## config.mk

```make
export PLATFORM = sky130hd
export DESIGN_NAME = mem_access_unit
export DESIGN_NICKNAME = d
export VERILOG_FILES = /design/src/rtl/riscv_pkg.sv /design/src/rtl/mem_load_format.sv /design/src/rtl/mem_access_unit.sv
export SDC_FILE = /design/constraint.sdc
export NUM_CORES = 1
export LEC_CHECK = 0
export ABC_CLOCK_PERIOD_IN_PS = 5700
export CELL_PAD_IN_SITES_DETAIL_PLACEMENT = 1
export CELL_PAD_IN_SITES_GLOBAL_PLACEMENT = 2
export CORE_ASPECT_RATIO = 1.1
export CORE_MARGIN = 1
export CORE_UTILIZATION = 43
export DETAILED_ROUTE_END_ITERATION = 8
export DONT_BUFFER_PORTS = 1
export PLACE_DENSITY_LB_ADDON = 0.1
export SETUP_SLACK_MARGIN = 0.15
export SLEW_MARGIN = 40
export SYNTH_ARGS = -nofsm -noshare
export SYNTH_HDL_FRONTEND = slang
export SYNTH_SLANG_ARGS = --single-unit
```

## constraint.sdc

```tcl
create_clock -name clk -period 5.7 [get_ports clk]
set_input_delay 1.425 -clock clk [delete_from_list [all_inputs] [get_ports clk]]
set_output_delay 1.425 -clock clk [all_outputs]
set_load 0.005 [all_outputs]
```

## src/rtl/riscv_pkg.sv

```systemverilog
// Shared RISC-V constants: fun3 load/store encodings and the MEM-stage FSM state type.
package riscv_pkg;

    localparam logic [2:0] Funct3Byte   = 3'b000;  // LB / SB
    localparam logic [2:0] Funct3Half   = 3'b001;  // LH / SH
    localparam logic [2:0] Funct3Word   = 3'b010;  // LW / SW
    localparam logic [2:0] Funct3ByteU  = 3'b100;  // LBU
    localparam logic [2:0] Funct3HalfU  = 3'b101;  // LHU

    typedef enum logic [1:0] {
        StIdle,
        StReq,
        StDone
    } mau_state_e;

endpackage

```

## src/rtl/mem_load_format.sv

```systemverilog
// Selects the addressed lane of a read word and sign- or zero-extends it.
module mem_load_format
    import riscv_pkg::*;
(
    input  logic [31:0] rdata,
    input  logic [1:0]  offset,
    input  logic [2:0]  fun3,
    output logic [31:0] result
);

    logic [7:0]  lane_byte;
    logic [15:0] lane_half;

    // Lane selection by byte offset; halfwords use offset[1] only
    always_comb begin
        lane_byte = rdata[8*offset +: 8];
        lane_half = offset[1] ? rdata[31:16] : rdata[15:0];
    end

    // Extension by access size and signedness; illegal codes yield zero
    always_comb begin
        result = '0;
        case (fun3)
            Funct3Byte:  result = {{24{lane_byte[7]}}, lane_byte};
            Funct3Half:  result = {{16{lane_half[15]}}, lane_half};
            Funct3Word:  result = rdata;
            Funct3ByteU: result = {24'h0, lane_byte};
            Funct3HalfU: result = {16'h0, lane_half};
            default:     result = '0;
        endcase
    end

endmodule

```

## src/rtl/mem_access_unit.sv

```systemverilog
// MEM-stage load/store engine: runs one req/ack bus transaction per memory
// instruction, stalls the pipeline while it is outstanding, and formats load data.
module mem_access_unit
    import riscv_pkg::*;
#(
    parameter int unsigned TIMEOUT = 255
) (
    input  logic        clk,
    input  logic        reset_n,
    input  logic        MemR,
    input  logic        MemW,
    input  logic [2:0]  fun3,
    input  logic [31:0] Addr,
    input  logic [31:0] WrData,
    output logic [31:0] RdData,
    output logic        mem_stall,
    output logic        mem_fault,
    output logic        dmem_req,
    output logic        dmem_we,
    output logic [31:0] dmem_addr,
    output logic [3:0]  dmem_be,
    output logic [31:0] dmem_wdata,
    input  logic [31:0] dmem_rdata,
    input  logic        dmem_ack
);

    localparam int unsigned CntW = $clog2(TIMEOUT + 1);
    localparam logic [CntW-1:0] CntLast = CntW'(TIMEOUT - 1);

    mau_state_e      state_q;
    logic [CntW-1:0] cnt_q;
    logic [1:0]      offset_q;
    logic [2:0]      fun3_q;
    logic            is_load_q;
    logic            tmo_q;

    logic        access;
    logic        fun3_ok;
    logic        misaligned;
    logic        req_fault;
    logic        start;
    logic [3:0]  be_d;
    logic [31:0] wdata_d;
    logic [31:0] load_result;

    // Request legality check, only meaningful while IDLE
    always_comb begin
        access = MemR | MemW;
        if (MemR) begin
            fun3_ok = (fun3 == Funct3Byte) || (fun3 == Funct3Half) || (fun3 == Funct3Word) ||
                      (fun3 == Funct3ByteU) || (fun3 == Funct3HalfU);
        end else begin
            fun3_ok = (fun3 == Funct3Byte) || (fun3 == Funct3Half) || (fun3 == Funct3Word);
        end
        misaligned = ((fun3[1:0] == 2'b01) && Addr[0]) || ((fun3[1:0] == 2'b10) && (Addr[1:0] != 2'b00));
        req_fault  = access && ((MemR && MemW) || !fun3_ok || misaligned);
        start      = access && !req_fault;
    end

    // Byte enables and lane-replicated store data for the access size
    always_comb begin
        be_d    = 4'b1111;
        wdata_d = WrData;
        case (fun3[1:0])
            2'b00: begin
                be_d    = 4'b0001 << Addr[1:0];
                wdata_d = {4{WrData[7:0]}};
            end
            2'b01: begin
                be_d    = 4'b0011 << {Addr[1], 1'b0};
                wdata_d = {2{WrData[15:0]}};
            end
            default: begin
                be_d    = 4'b1111;
                wdata_d = WrData;
            end
        endcase
    end

    // Stall and fault flags; gated by reset so every output clears while it is held
    always_comb begin
        mem_stall = reset_n && (((state_q == StIdle) && start) || (state_q == StReq));
        mem_fault = reset_n && (((state_q == StIdle) && req_fault) || ((state_q == StDone) && tmo_q));
    end

    mem_load_format u_load_format (
        .rdata  (dmem_rdata),
        .offset (offset_q),
        .fun3   (fun3_q),
        .result (load_result)
    );

    // Transaction FSM with registered bus outputs and load result
    always_ff @(posedge clk or negedge reset_n) begin
        if (!reset_n) begin
            state_q    <= StIdle;
            cnt_q      <= '0;
            offset_q   <= '0;
            fun3_q     <= '0;
            is_load_q  <= 1'b0;
            tmo_q      <= 1'b0;
            RdData     <= '0;
            dmem_req   <= 1'b0;
            dmem_we    <= 1'b0;
            dmem_addr  <= '0;
            dmem_be    <= '0;
            dmem_wdata <= '0;
        end else begin
            case (state_q)
                StIdle: begin
                    tmo_q <= 1'b0;
                    if (start) begin
                        dmem_req   <= 1'b1;
                        dmem_we    <= MemW;
                        dmem_addr  <= {Addr[31:2], 2'b00};
                        dmem_be    <= be_d;
                        dmem_wdata <= wdata_d;
                        offset_q   <= Addr[1:0];
                        fun3_q     <= fun3;
                        is_load_q  <= MemR;
                        cnt_q      <= '0;
                        state_q    <= StReq;
                    end
                end
                StReq: begin
                    if (dmem_ack) begin
                        dmem_req <= 1'b0;
                        if (is_load_q) begin
                            RdData <= load_result;
                        end
                        state_q <= StDone;
                    end else if (cnt_q == CntLast) begin
                        // Abort: the bus never answered
                        dmem_req <= 1'b0;
                        RdData   <= '0;
                        tmo_q    <= 1'b1;
                        state_q  <= StDone;
                    end else begin
                        cnt_q <= cnt_q + 1'b1;
                    end
                end
                StDone: begin
                    // One idle cycle so the same EX/MEM access is not re-issued
                    tmo_q   <= 1'b0;
                    state_q <= StIdle;
                end
                default: state_q <= StIdle;
            endcase
        end
    end

endmodule

```

==> results of run 1 <==
[layout make-up]
cell class	instances	area (sq um)
fill	1260	6030
sequential	117	2930
multi-input combinational	271	2250
clock buffer	24	502
tap	154	193
clock inverter	8	120
timing repair buffer	5	41.3
inverter	5	18.8
[power breakdown]
group / total (mW) / switching [mW] / internal, mW / leakage (nW)
logic: 0.512 / 0.226 / 0.286 / 0.801
registers: 1.38 / 0.266 / 1.12 / 1.43
clock network: 1.11 / 0.367 / 0.743 / 0.302
[how the worst min path moves through the flow]
stage	slack, ns	to	startpoint	cells after the start
2_1_floorplan	0.46	tmo_q	tmo_q	1
3_3_place_gp	0.48	tmo_q	tmo_q	1
3_5_place_dp	0.49	tmo_q	tmo_q	1
4_1_cts	0.50	tmo_q	tmo_q	1
5_1_grt	0.53	dmem_addr[11]	dmem_addr[11]	1
6_report	0.50	tmo_q	tmo_q	1
[registers in the layout (all words and copies together) (netlist names)]
signal	flops
offset_q	2
is_load_q	1
cnt_q	8
dmem_addr	30
dmem_we	1
fun3_q	3
RdData	32
tmo_q	1
dmem_wdata	32
dmem_be	4
state_q	2
dmem_req	1
[cell families after synthesis]
kind of cell    count (synthesis)
compound gates                126
fa+ha+maj                       2
buf+inv                        39
flops                         117
mux                            89
other cells                     1
simple gates                   52
[synth_stat cells (all sizes together) (2+ instances only)]
master	instances
a211oi	3
a21oi	25
a221o	16
a221oi	8
a222oi	8
a31oi	23
and2	2
and3	4
buf	19
clkbuf	15
dfrtp	117
ha	2
inv	5
mux2	62
mux2i	26
nand2	13
nand2b	4
nand4	3
nor2	8
nor2b	4
nor3	2
nor3b	4
o21a	5
o21ai	16
o22ai	2
o2bb2ai	16
[through the flow]
step,util,power [mW],instances
floorplan,-,1.75,427
global placement,0.448,1.88,552
detailed placement,0.449,1.92,552
CTS,0.501,3.04,584
global route,0.501,3.17,584
finish,0.501,3.00,584
[routing by layer]
metal  part of all wire  wire length [microns]
met2               0.49                   6780
met4              0.018                    250
met1               0.39                   5360
met3               0.11                   1520
met5                  0                      0
==> results.md, run 1 <==
* Overall Global Routing Usage at 0.224
* Stages on worst setup path at 5
* Top area cells in the synthesized netlist: dfrtp_1 (54%), mux2_2 (7.1%), mux2_1 (5.9%)
* CP required at ~4.3 ns
* DIE AREA at approximately 0.013 sq mm
* Post-synth top area share at 0.545
* Row cnt at 42
* Worst Setup End Kind: output pin
* Worst hold path type: reg -> reg
* Largest delay share family, worst path: simple AND/OR/NAND/NOR gates
* Most frequent cells in the layout: dfrtp_1 (117), mux2_2 (34), mux2_1 (28), mux2i_1 (25), a21oi_1 (24)
* Largest net degree at the start of global routing at between 100 and 150
* F_max at ~260 MHz
* Die H at approximately 120 microns
* Max_slew headroom at 0.524
* ANT cells at 0
* Power Density at about 500 mW/mm^2
* Yosys warns at 0
* Worst setup margin at 1.90 ns
* Number of DRC markers in iteration 0 at roughly 170
* Most common cell after layout, fill and taps aside: dfrtp_1
* Mapped Area at between 0.005 and 0.006 sq mm
* Vias in the first global route at 3,931
* Synth Area in Simple Gates at 0.0554
* First-pass GRT wire length at ~22 mm
* Placer Congestion at 0.751
* CTS tree: done
* Prevailing post-synth register cell: dfrtp_1
* Synth Area in Compound Gates at 0.170
* Pleak at about 2.5 nW
* DR vias/cell at 6.36
* Area Overhead vs Synth at 12.7%
* Post-synthesis mux area share at 0.183
* Post-CTS setup buffers at 0
* RSZ-0062 raised after global routing: false
* Port Buffer Count at 0
* Fraction of layout cells with a size suffix above 1 at 0.191
* CORE AREA at about 0.012 sq mm
* Final worst path period need at ~3.8 ns
* Final number of hold-violating endpoints at 0
* DR pass1 iterations at 5
* Width of the die at between 100 and 150 microns
* Critical-path maximum fanout at 20
* Final period utilization at 0.667
* Reg-to-Reg Start: offset_q[1]
* EDFF count, synth at 0
* Worst VDD drop at 227 uV
* Number of H-tree levels at 4
* GR Util met1 at 0.263
* Worst Clk Skew at ~0.0073 ns
* CP max-delay cell: buf_4
* Grt ovf at 0
* Critical Path AT at between 2 and 2.5 ns
* Initial Util at 0.445
* Nets at approximately 520
* Cell Area, Placed at approximately 0.0054 sq mm
* Total length of routed wires at approximately 14 mm
* Post-Synth Adder-Cell Area at 0.00466
* Largest family of logic cells by synthesized area: multiplexers
* Crit Reg-Reg Endpoint: RdData[13]
* Syn Inst Count at about 430
* Worst slew pin tran at about 0.71 ns
* Clk sink count at between 100 and 150
* Num CTS Buffers at 17
* Crit path to: mem_stall
* Sum of negative setup slack at 0 ns
* Hold_buf cts at 0
* Initial antenna violation count at 0
* Hold_ws at around 0.50 ns
* Setup crit start kind: primary input
* Vias at 3,713
* Post-route ant nets at 0
* Buffers and inverters on the worst path at 1
* Count of final setup violators at 0
* Clock slew at reported path FFs at ~0.05 ns
* Reg2Reg Setup Slack at roughly 3.4 ns
* Xor/xnor share of the synthesized area at 0
* Drt wl/cell at 23.8 microns
* Seq cells post-synth at 117
* Crit-path cells: nand2b_1, mux2i_2, buf_4, and3_4, o21a_1
* Cell area after layout at 0.00605 sq mm
* WS Path Type: in -> out
* Pre-CTS setup slack at approximately 1.9 ns
* Seq/Total Area, Yosys at 0.545
* Num ports at between 200 and 250
* DP HPWL at around 9.6 mm
* DRC Markers at 0
* M2 GR Usage at 0.357
* Outcome: completed
* Slew Limit Fails at 0
* Longest Clk Path Bufs at 2
* Asr flop ratio synth at 1.00
* Area leader, netlist: dfrtp_1
* Critical path launch point: fun3[2]
* Netlist cell types at 48
* Max-cap check violation count at 0
* Layer carrying the most global-route usage: met2
* Met3 GRT Util at 0.103
* Root Buffer: clkbuf_16
* Worst skew pair latency at around 0.41 ns
* Worst Reg2Reg Path Length in Cells at 4
* Worst path max stage delay at approximately 0.27 ns
* Post-cts sizing count at 0
* Syn_area_per_cell at between 10 and 15 sq um
No activity file was read; power rests on OpenSTA's default activity.
==> inputs of run 2 (changes only) <==
ABC_CLOCK_PERIOD_IN_PS = 3400   (was 5700)
CORE_UTILIZATION = 36   (was 43)
clock period = 3.4 ns   (was 5.7 ns; I/O delays follow)
==> run 2 against run 1 <==
  * Clock-buffer cell count fell by 4
  * Utilization fell by 8.2 points
  * Register-to-register slack got worse by 2.3 ns
  * Flip-flop and latch count did not move
==> results.md, run 2 (synthesized netlist as in run 1, its figures left out) <==
* Post-cts sizing count at 0 (unchanged)
* Die H at 130 microns (was 119 microns)
* CP max-delay cell: dfrtp_1 (was buf_4)
* Worst hold path type: in -> async (was reg -> reg)
* Setup crit start kind: flip-flop (was primary input)
* Nets at 528 (was 523)
* Largest net degree at the start of global routing at 120 (unchanged)
* Clk pwr share at 0.354 (was 0.370)
* Net Switching at 1.47 mW (was 0.859 mW)
* Most frequent cells in the layout: dfrtp_1 (117), mux2_2 (34), mux2_1 (28), mux2i_1 (25), a21oi_1 (24) (unchanged)
* Critical Path AT at 1.75 ns (was 2.38 ns)
* Worst slew pin tran at 0.721 ns (was 0.714 ns)
* Total Power at 4.95 mW (was 3.00 mW)
* Initial Util at 0.370 (was 0.445)
* Worst Setup End Kind: output pin (unchanged)
* F_max at roughly 380 MHz
* Crit-path cells: nor2_1, buf_4, o21ai_0, a21oi_1, o21a_1 (was nand2b_1, mux2i_2, buf_4, and3_4, o21a_1)
* Longest Clk Path Bufs at 2 (unchanged)
* Total length of routed wires at 14.5 mm (was 13.9 mm)
* Reg2Reg Setup Slack at 1.15 ns (was 3.42 ns)
* Hold_ws at 0.136 ns (was 0.504 ns)
* Worst skew pair latency at 0.41 ns (about the same)
* Vias in the first global route at 4,013 (was 3,931)
* Vias at 3,707 (was 3,713)
* DP HPWL at 10.2 mm (was 9.57 mm)
* Initial antenna violation count at 0 (unchanged)
* DR vias/cell at 5.91 (was 6.36)
* Worst path max stage delay at 0.44 ns (was 0.27 ns)
* Switching Fraction at 0.297 (was 0.286)
* Final worst path period need at 2.60 ns
* Port Buffer Count at 0 (unchanged)
* Cell Area, Placed at 0.00550 sq mm (was 0.00543 sq mm)
* Comb power frac at 0.177 (was 0.170)
* WS Path Type: reg -> out (was in -> out)
* Num CTS Buffers at 17 (unchanged)
* Seq pwr share at 0.469 (was 0.460)
* Num ports at 208 (unchanged)
* Hold_buf cts at 0 (unchanged)
* Sum of negative setup slack at 0 ns (unchanged)
* Internal power at 3.48 mW (was 2.14 mW)
* ANT cells at 0 (unchanged)
* RSZ-0062 raised after global routing: false (unchanged)
* CTS tree: done (unchanged)
* DR pass1 iterations at 4 (was 5)
* Area Overhead vs Synth at 13.2% (was 12.7%)
* Final core occ at 0.419 (was 0.501)
* Final number of hold-violating endpoints at 0 (unchanged)
* Clk sink count at 117 (unchanged)
* Fraction of layout cells with a size suffix above 1 at 0.193 (was 0.191)
* Most common cell after layout, fill and taps aside: dfrtp_1 (unchanged)
* CP required at 2.55 ns (was 4.28 ns)
* Clock slew at reported path FFs at 0.05 ns (about the same)
* Power Density at 813 mW/mm^2 (was 496 mW/mm^2)
* DRC Markers at 0 (unchanged)
* Grt ovf at 0 (unchanged)
* Largest regs: RdData (32), dmem_wdata (32), dmem_addr (30) (unchanged)
* Critical-path maximum fanout at 21 (was 20)
* Number of DRC markers in iteration 0 at 147 (was 174)
* Worst Clk Skew at 0.00684 ns (was 0.00731 ns)
* Final period utilization at 0.766
* Post-CTS setup buffers at 0 (unchanged)
* Number of H-tree levels at 4 (unchanged)
* DIE AREA at 0.0154 sq mm (was 0.0129 sq mm)
* Count of final setup violators at 0 (unchanged)
* Cell area after layout at 0.00608 sq mm (was 0.00605 sq mm)
* Root Buffer: clkbuf_16 (unchanged)
* Placer Congestion at 0.725 (was 0.751)
* Worst VDD drop at 315 uV (was 227 uV)
* Outcome: completed (unchanged)
* Overall Global Routing Usage at 0.196 (was 0.224)
* Drt wl/cell at 23.2 microns (was 23.8 microns)
* Pleak at 2.52 nW (was 2.53 nW)
* Max_slew headroom at 0.519 (was 0.524)
* Worst Reg2Reg Path Length in Cells at 3 (was 4)
* Slew Limit Fails at 0 (unchanged)
* Max-cap check violation count at 0 (unchanged)
* First-pass GRT wire length at 22.9 mm (was 21.8 mm)
* Post-route ant nets at 0 (unchanged)
* Width of the die at 118 microns (was 109 microns)
* CORE AREA at 0.0145 sq mm (was 0.0121 sq mm)
* Row cnt at 46 (was 42)
-- run 2: area by class of cell --
cell class                      count  area [sq um]
Sequential cell                   117          2930
Tap cell                          192           240
Timing Repair Buffer               10          75.1
Clock buffer                       20           457
Multi-Input combinational cell    271          2230
Fill cell                        1541          8420
Clock inverter                     12           130
Inverter                            5          18.8
-- run 2: metal layers --
metal	vias to the layer above	GRT usage	wire length, microns
met2	169	0.329	7130
met5	-	0	0
met3	24	0.0848	1520
met1	1893	0.219	5610
met4	0	0.0804	269
li1	1621	-	-
-- run 2: metrics by stage --
| step | cells | setup slack, ns |
|---|---|---|
| 2_1_floorplan | 427 | 0.475 |
| 3_3_place_gp | 595 | 0.792 |
| 3_5_place_dp | 595 | 0.741 |
| 4_1_cts | 627 | 0.719 |
| 5_1_grt | 627 | 0.601 |
| 6_report | 627 | 0.796 |
-- run 2: power groups by stage --
stage | combinational, mW | sequential, mW | clock (mW)
after detailed placement | 0.892 | 2.35 | 0
final | 0.876 | 2.32 | 1.75
after CTS | 0.893 | 2.33 | 1.80
after floorplan | 0.769 | 2.16 | 0
after global placement | 0.846 | 2.34 | 0
after global routing | 0.986 | 2.39 | 1.86
-- run 2: path summary, 6_finish.rpt --
check	startpoint	end
min in group clk	tmo_q	tmo_q
worst max-delay path	state_q[1]	mem_fault
worst min register to register	tmo_q	tmo_q
max in group asynchronous	reset_n	RdData[12]
worst max register to register	offset_q[1]	RdData[19]
worst min-delay path	reset_n	dmem_addr[7]
-- run 2: worst max-delay path: cells and delay by family (launching register included) --
kind            cells  cell delay [ns]
compound gates      3             0.52
buf+inv             1             0.26
flops               1             0.44
simple gates        1             0.12
==> inputs of run 3 (changes only) <==
ABC_CLOCK_PERIOD_IN_PS = 2200   (was 3400)
clock period = 2.2 ns   (was 3.4 ns; I/O delays follow)
==> run 3 against run 2 <==
  * The run now ends with negative hold slack left
  * Critical path depth is 1 lower
  * Clock-buffer cell count is 2 higher
  * Clock skew is 0.00082 ns higher
  * Register-to-register slack worse by 0.86 ns
  * Cell area is 2.0% higher
  * Cell count is 1.3% higher
  * Worst setup slack worse by 0.57 ns
  * Via count is 1.3% higher
  * Total power is 57% higher
  * Critical path type unchanged
  * Critical endpoint is now mem_stall
  * Largest cell class unchanged
==> results.md, run 3 (synthesized netlist as in run 1, its figures left out) <==
* CORE AREA at 0.0145 sq mm (unchanged)
* Num ports at 208 (unchanged)
* Total length of routed wires at 14.7 mm (was 14.5 mm)
* Failing checks: negative hold slack
* DR pass1 iterations at 7 (was 4)
* Root Buffer: clkbuf_16 (unchanged)
* Total Power at 7.75 mW (was 4.95 mW)
* Final core occ at 0.428 (was 0.419)
* Critical-path maximum fanout at 4 (was 21)
* Number of H-tree levels at 4 (unchanged)
* Vias in the first global route at 3,976 (was 4,013)
* FF+latch area at 0.00293 sq mm (unchanged)
* First-pass GRT wire length at 22.3 mm (was 22.9 mm)
* Area of the multi-input gates at 0.00226 sq mm (was 0.00223 sq mm)
* Max-cap check violation count at 0 (unchanged)
* ANT cells at 0 (unchanged)
* Cell Area, Placed at 0.00557 sq mm (was 0.00550 sq mm)
* Largest net degree at the start of global routing at 120 (unchanged)
* WS Path Type: reg -> out (unchanged)
* Initial antenna violation count at 0 (unchanged)
* Reg-to-Reg Start: cnt_q[0] (was offset_q[1])
* Worst VDD drop at 454 uV (was 315 uV)
* Final period utilization at 0.899
* Worst slew pin tran at 0.675 ns (was 0.721 ns)
* Final worst path period need at 1.98 ns
* Most frequent cells in the layout: dfrtp_1 (117), mux2_2 (34), mux2_1 (28), mux2i_1 (25), a21oi_1 (24) (unchanged)
* Initial Util at 0.370 (unchanged)
* F_max at just over 500 MHz
* Power Density at 1250 mW/mm^2 (was 813 mW/mm^2)
* Vias at 3,757 (was 3,707)
* Drt wl/cell at 23.1 microns (was 23.2 microns)
* Port Buffer Count at 0 (unchanged)
* Longest Clk Path Bufs at 2 (unchanged)
* Area Overhead vs Synth at 15.4% (was 13.2%)
* DR vias/cell at 5.92 (was 5.91)
* Count of final setup violators at 0 (unchanged)
* Number of DRC markers in iteration 0 at 186 (was 147)
* Critical Path AT at 1.43 ns (was 1.75 ns)
* Overall Global Routing Usage at 0.195 (was 0.196)
* CP required at 1.65 ns (was 2.55 ns)
* Post-route ant nets at 0 (unchanged)
* Max_slew headroom at 0.547 (was 0.519)
* Grt ovf at 0 (unchanged)
* Largest regs: RdData (32), dmem_wdata (32), dmem_addr (30) (unchanged)
* Worst Clk Skew at 0.00765 ns (was 0.00684 ns)
* DRC Markers at 0 (unchanged)
* CTS tree: done (unchanged)
* Hold_ws at -0.169 ns (was 0.136 ns)
* DP HPWL at 10.3 mm (was 10.2 mm)
* Crit Reg-Reg Endpoint: RdData[17] (was RdData[19])
* Cell area after layout at 0.00620 sq mm (was 0.00608 sq mm)
* Outcome: finished with violations (was completed)
* DIE AREA at 0.0154 sq mm (unchanged)
* Sum of negative setup slack at 0 ns (unchanged)
* Die H at 130 microns (unchanged)
* Nets at 536 (was 528)
* Fill count at 1,530 (was 1,541)
* Setup crit start kind: flip-flop (unchanged)
* Num CTS Buffers at 17 (unchanged)
* Clock slew at reported path FFs at 0.05 ns (about the same)
* Reg2Reg Setup Slack at 0.29 ns (was 1.15 ns)
* Pleak at 2.60 nW (was 2.52 nW)
* Worst Setup End Kind: output pin (unchanged)
* Most common cell after layout, fill and taps aside: dfrtp_1 (unchanged)
* Worst Reg2Reg Path Length in Cells at 7 (was 3)
* Worst skew pair latency at 0.42 ns (was 0.41 ns)
* Fraction of layout cells with a size suffix above 1 at 0.214 (was 0.193)
* Row cnt at 46 (unchanged)
* Worst hold path type: in -> async (unchanged)
* Slew Limit Fails at 0 (unchanged)
* Final number of hold-violating endpoints at 117 (was 0)
* Clk sink count at 117 (unchanged)
* Width of the die at 118 microns (unchanged)
* RSZ-0062 raised after global routing: true (was false)
* Placer Congestion at 0.731 (was 0.725)
-- run 3: repair_timing --
item | CTS | global route
setup buffers | 0 | 3
endpoints found under the setup margin | 2 | 18
endpoints found under the hold margin | 117 | 117
resized for setup | 2 | 3
pin swaps | 1 | 2
-- run 3: cell type report --
| class | count | area share |
|---|---|---|
| sequential | 117 | 0.472 |
| multi-input combinational | 271 | 0.364 |
| clock buffer | 22 | 0.0748 |
| tap | 192 | 0.0387 |
| timing repair buffer | 18 | 0.0264 |
| clock inverter | 10 | 0.0208 |
| inverter | 5 | 0.00303 |
-- run 3: per-layer routing --
| metal | track usage | up-vias | part of all wire |
|---|---|---|---|
| li1 | - | 1644 | - |
| met1 | 0.218 | 1912 | 0.39 |
| met2 | 0.318 | 183 | 0.49 |
| met3 | 0.0918 | 18 | 0.11 |
| met4 | 0.0894 | 0 | 0.018 |
| met5 | 0 | - | 0 |
-- run 3: per-stage QoR --
step / setup slack, ns / std cells
finish: 0.223 / 635
detailed placement: 0.179 / 600
CTS: 0.161 / 632
global placement: 0.216 / 600
global route: 0.133 / 635
floorplan: 0.0442 / 427
-- run 3: power breakdown --
part           switching [mW]  internal (mW)
combinational           0.621          0.784
sequential              0.664           2.89
clock                   0.963           1.83
-- run 3: how the worst max path moves through the flow --
stage                     from             to  cells after the start
floorplan              fun3[0]      mem_stall                      7
global placement       Addr[1]  dmem_addr[16]                      5
detailed placement     Addr[1]   dmem_addr[3]                      5
CTS                 state_q[1]      mem_fault                      5
global route        state_q[1]      mem_fault                      5
finish              state_q[1]      mem_stall                      4
-- run 3: critical path: stages (launching register included) --
cell and delay (ns):
dfrtp_1 0.38, buf_6 0.12, buf_4 0.14, nor2b_1 0.19, o21a_1 0.19
